## src/rtl/sum_acc_pkg.sv

```systemverilog
// Shared types and width helpers for the sum accumulator.
package sum_acc_pkg;

   // Window control states.
   typedef enum logic [1:0] {
      IDLE  = 2'd0,
      ACCUM = 2'd1,
      HOLD  = 2'd2
   } state_e;

   localparam int unsigned DEF_T_WIDTH   = 14;
   localparam int unsigned DEF_N_SAMPLES = 8;

   // Shift that turns a window total into its mean.
   function automatic int unsigned avg_shift(input int unsigned n_samples);
      return $clog2(n_samples);
   endfunction

   // Total width: N samples of (2^(t+1)-1) cannot exceed t+1+log2(N) bits.
   function automatic int unsigned acc_width(input int unsigned t_width,
                                             input int unsigned n_samples);
      return t_width + 1 + $clog2(n_samples);
   endfunction

   // Sample counter must be able to hold N itself.
   function automatic int unsigned cnt_width(input int unsigned n_samples);
      return $clog2(n_samples) + 1;
   endfunction

   localparam int unsigned DEF_ACC_WIDTH = acc_width(DEF_T_WIDTH, DEF_N_SAMPLES);

endpackage

```

## src/rtl/sum_acc_fsm.sv

```systemverilog
// Window control: tracks state and sample count, drives handshakes and
// tells the datapath when to load, add or clear the accumulator.
module sum_acc_fsm
   import sum_acc_pkg::*;
#(
   parameter int unsigned N_SAMPLES = DEF_N_SAMPLES
) (
   input  logic i_clk,
   input  logic i_rst_n,
   input  logic i_valid,
   input  logic i_clear,
   input  logic i_ready,
   output logic o_ready,
   output logic o_valid,
   output logic o_load,
   output logic o_add,
   output logic o_clr
);

   localparam int unsigned CNT_W = cnt_width(N_SAMPLES);

   state_e             state_q, state_d;
   logic [CNT_W-1:0]   count_q, count_d;

   // State and count registers.
   always_ff @(posedge i_clk or negedge i_rst_n) begin
      if (!i_rst_n) begin
         state_q <= IDLE;
         count_q <= '0;
      end else begin
         state_q <= state_d;
         count_q <= count_d;
      end
   end

   // Next-state, count update and datapath strobes; clear overrides everything.
   always_comb begin
      state_d = state_q;
      count_d = count_q;
      o_ready = (state_q != HOLD);
      o_valid = (state_q == HOLD);
      o_load  = 1'b0;
      o_add   = 1'b0;
      o_clr   = 1'b0;
      if (i_clear) begin
         state_d = IDLE;
         count_d = '0;
         o_clr   = 1'b1;
      end else begin
         unique case (state_q)
            IDLE: begin
               if (i_valid) begin
                  o_load  = 1'b1;
                  count_d = CNT_W'(1);
                  state_d = ACCUM;
               end
            end
            ACCUM: begin
               if (i_valid) begin
                  o_add   = 1'b1;
                  count_d = count_q + CNT_W'(1);
                  if (count_q == CNT_W'(N_SAMPLES - 1)) begin
                     state_d = HOLD;
                  end
               end
            end
            HOLD: begin
               // Incoming samples are ignored here; o_ready=0 backpressures them.
               if (i_ready) begin
                  state_d = IDLE;
                  count_d = '0;
                  o_clr   = 1'b1;
               end
            end
            default: begin
               state_d = IDLE;
               count_d = '0;
               o_clr   = 1'b1;
            end
         endcase
      end
   end

endmodule

```

## src/rtl/sum_accumulator.sv

```systemverilog
// Accumulates N_SAMPLES unsigned sums into a window total and mean, then
// holds the result until the downstream stage accepts it.
module sum_accumulator
   import sum_acc_pkg::*;
#(
   parameter int unsigned T_WIDTH   = DEF_T_WIDTH,
   parameter int unsigned N_SAMPLES = DEF_N_SAMPLES,
   localparam int unsigned ACC_WIDTH = acc_width(T_WIDTH, N_SAMPLES)
) (
   input  logic                 i_clk,
   input  logic                 i_rst_n,
   input  logic                 i_valid,
   input  logic [T_WIDTH:0]     i_sum,
   output logic                 o_ready,
   input  logic                 i_clear,
   output logic                 o_valid,
   input  logic                 i_ready,
   output logic [ACC_WIDTH-1:0] o_acc,
   output logic [T_WIDTH:0]     o_avg
);

   localparam int unsigned SHIFT = avg_shift(N_SAMPLES);

   logic                 load, add, clr;
   logic [ACC_WIDTH-1:0] acc_q;
   logic [ACC_WIDTH-1:0] sum_ext;

   assign sum_ext = ACC_WIDTH'(i_sum);

   sum_acc_fsm #(
      .N_SAMPLES (N_SAMPLES)
   ) u_fsm (
      .i_clk   (i_clk),
      .i_rst_n (i_rst_n),
      .i_valid (i_valid),
      .i_clear (i_clear),
      .i_ready (i_ready),
      .o_ready (o_ready),
      .o_valid (o_valid),
      .o_load  (load),
      .o_add   (add),
      .o_clr   (clr)
   );

   // Accumulator register: first sample loads, later samples add.
   always_ff @(posedge i_clk or negedge i_rst_n) begin
      if (!i_rst_n) begin
         acc_q <= '0;
      end else if (clr) begin
         acc_q <= '0;
      end else if (load) begin
         acc_q <= sum_ext;
      end else if (add) begin
         acc_q <= acc_q + sum_ext;
      end
   end

   // Results are only visible while holding; the mean is the upper bits of the total.
   always_comb begin
      o_acc = '0;
      o_avg = '0;
      if (o_valid) begin
         o_acc = acc_q;
         o_avg = acc_q[ACC_WIDTH-1:SHIFT];
      end
   end

endmodule

```

## config.mk

```make
export PLATFORM = sky130hd
export DESIGN_NAME = sum_accumulator
export DESIGN_NICKNAME = d
export VERILOG_FILES = /design/src/rtl/sum_acc_pkg.sv /design/src/rtl/sum_acc_fsm.sv /design/src/rtl/sum_accumulator.sv
export SDC_FILE = /design/constraint.sdc
export NUM_CORES = 1
export LEC_CHECK = 0
export CAP_MARGIN = 5
export CORE_MARGIN = 4
export CORE_UTILIZATION = 52
export DETAILED_ROUTE_END_ITERATION = 12
export PLACE_DENSITY = 0.86
export SYNTH_ARGS = -nofsm -noshare
export SYNTH_HDL_FRONTEND = slang
export SYNTH_SLANG_ARGS = --single-unit
```

## constraint.sdc

```tcl
create_clock -name i_clk -period 6.3 [get_ports i_clk]
set_input_delay 1.575 -clock i_clk [delete_from_list [all_inputs] [get_ports i_clk]]
set_output_delay 1.575 -clock i_clk [all_outputs]
set_load 0.02 [all_outputs]
```

==> results_dict.tcl <==
set metrics [dict create \
    netlist.area_leader.share 0.3046 \
    pre_cts_ws_ns 2.141 \
    rr_startpoint "acc_q[0]" \
    gp_congestion 0.8640 \
    clockBufferDepth 2 \
    dr.pass1.iters 4 \
    fin_skew_ns 0.004964 \
    period_share 0.6432 \
    initial_core_util 0.5386 \
    die-area_sq_um 4841 \
    cts_tree "done" \
    ant_nets 0 \
    reg2regPathDepth 9 \
    die_h_um 69.58 \
    first_iter_violations 128 \
    p_leak_nw 1.116 \
    fin_ws_ns 2.248 \
    drc 0 \
    cts_resized 0 \
    hold_violations 0 \
    finalSetupViolations 0 \
    worstPathCellList "nand2b_1 > inv_1 > and2_1 > clkdlybuf4s50_1" \
    grt_max_degree 26 \
    netlist_instances 232 \
    path_clk_slew_ns 0.09 \
    hold_class "flip-flop to flip-flop" \
    yosysMostFrequentCell "o21ai_0" \
    grt_pass1_vias 1749 \
    cts_root_buf "clkbuf_8" \
    critical_path_class "flip-flop to output pin" \
    final_layout_size_suffix_gt1_frac 0.02952 \
    dp_cells 315 \
    startpoint "u_fsm.state_q[0]" \
    worst_pin_slew_ns 1.120 \
    htree_levels 1 \
    dieWidth_um 69.58 \
    synth_area_sq_um 1972 \
    hold_depth 2 \
    r2r_setup_slack_ns 3.73 \
    nNetsFinal 309 \
    max_freq_mhz 246.8 \
    cts.sinks 24 \
    grt-ovfl-total 0 \
    worstHoldStart "acc_q[5]" \
    drv_cap 0 \
    cp.required_ns 4.72 \
    core.rowCount 22 \
    crit_family "buffers and inverters" \
    antenna_found_initial 0 \
    wl_per_cell_um 14.84 \
    area_delta_synth_final_pct 27.66 \
    synthArstFlopShare 1.000 \
    layoutNonFillerInstCount 319 \
    finalWorstPathRequiredPeriod_ns 4.052 \
    clock_latency_ns 0.27 \
    slowest_delay_ns 0.65 \
    ys_top_cells_by_count "o21ai_0 (28), nand2_1 (25), dfrtp_1 (24), and2_1 (17), ha_1 (16)" \
    synth.area.top_cells "dfrtp_1 (30%), ha_1 (10%), o21ai_0 (7.1%), buf_4 (5.7%), and2_1 (5.4%)" \
    core_sq_um 3661 \
    ios 55 \
    grt_pass1_wl_mm 7.859 \
    synth.largest_area_cell "dfrtp_1" \
    cp_max_fo 19 \
    hpwl_mm 3.608 \
    ir_worst_vdd_uv 138.3 \
    r2r-end "acc_q[16]" \
    hold_end "acc_q[5]" \
    totalWireLength_mm 4.734 \
    avgSynthCellArea_sq_um 8.500 \
    grt_usage 0.1940 \
    numCtsBuffers 3 \
    viasPerCell 5.715 \
    p_total_uw 439.6 \
    p_per_area_nw_per_um2 174.6 \
    synth_seq_cells 24 \
    end_kind "output pin" \
    ys_warn_count 0 \
    cp_slowest_cell "dfrtp_1" \
    slew_viol_final 0 \
    synth_nets 269 \
    seq_area_frac_synth 0.3046 \
    slew_headroom 0.2509 \
    synth_cell_types 36 \
    start_kind "flip-flop" \
    postCtsHoldBufs 0 \
    rsz0062_at_grt "no" \
    postCtsSetupBuffers 0 \
    ys.flop_type "dfrtp_1" \
    num_vias 1823 \
    synth_edf_count 0 \
    outcome "finished, final reports clean" \
    port-buffer-count 54 \
    cp_num_buf_inv 2 \
    num_antenna_cells 0 \
    critical_path_arrival_ns 2.48 \
    setup_tns_ns 0 \
]
registers in the layout (all words and copies together), names as in the netlist:
register,flops
u_fsm.state_q,2
u_fsm.count_q,4
acc_q,18
worst reg2reg max path, delay by kind of cell, from the launching register on:
kind                     cells  cell delay (ns)
AO/OA/AOI/OAI                5             1.14
adder cells (fa/ha/maj)      2             0.63
AND/OR/NAND/NOR              2             0.28
flip-flops                   1             0.41
layout by cell type, fill, tap and decap left out, drive strengths merged, types with 3 or more instances in the layout:
cell,instances
a31oi,4
xor2,5
a21o,9
nand2,25
nor2,12
a22oi,8
xnor2,7
nor3,3
a21oi,14
clkdlybuf4s50,54
o21ai,29
nand3,5
mux2i,6
clkbuf,3
nand2b,3
ha,16
dfrtp,24
a31o,3
and2,17
inv,3
metal layers:
layer / track usage / vias up / share of wire
li1: - / 903 / -
met1: 0.2584 / 857 / 0.46
met2: 0.3252 / 52 / 0.47
met3: 0.01594 / 11 / 0.044
met4: 0.07592 / 0 / 0.020
met5: 0 / - / 0
cells by family (layout without fill, tap and decap cells):
| family | count (synthesis) | count (layout) | synth area share |
|---|---|---|---|
| AND/OR/NAND/NOR | 72 | 72 | 0.1777 |
| XOR/XNOR | 12 | 12 | 0.05330 |
| AO/OA/AOI/OAI | 78 | 78 | 0.2487 |
| multiplexers | 6 | 6 | 0.03046 |
| adder cells (fa/ha/maj) | 17 | 17 | 0.1117 |
| buffers and inverters | 23 | 62 | 0.07360 |
| flip-flops | 24 | 24 | 0.3046 |
cell type report:
class | count | area (sq um)
clock inverters | 1 | 30.03
fillers | 300 | 1144
multi-input cells | 185 | 1226
repair buffers | 55 | 548.0
well taps | 48 | 60.06
clock buffers | 3 | 41.29
inverters | 3 | 11.26
flip-flops and latches | 24 | 600.6
how the worst max path moves through the flow:
stage	cells past startpoint	endpoint	slack, ns
floorplan	9	acc_q[16]	2.79
global placement	10	acc_q[14]	2.17
detailed placement	10	acc_q[16]	2.14
CTS	4	o_avg[3]	2.23
global route	4	o_avg[3]	2.10
finish	4	o_avg[3]	2.25
through the flow:
| step | cell area (sq um) | util | hold WS, ns |
|---|---|---|---|
| 2_1_floorplan | 1972 | - | 0.4672 |
| 3_3_place_gp | 2446 | 0.6681 | 0.4939 |
| 3_5_place_dp | 2446 | 0.6681 | 0.5060 |
| 4_1_cts | 2517 | 0.6876 | 0.5301 |
| 5_1_grt | 2517 | 0.6876 | 0.5735 |
| 6_report | 2517 | 0.6876 | 0.5299 |
report_power, final:
part	total [mW]	switching [mW]	internal [mW]	leakage (nW)
clock	0.138	0.0530	0.0850	0.0357
sequential	0.176	0.0116	0.164	0.322
combinational	0.126	0.0675	0.0581	0.759
total	0.440	0.132	0.308	1.12
(Power assumes the default switching activity.)
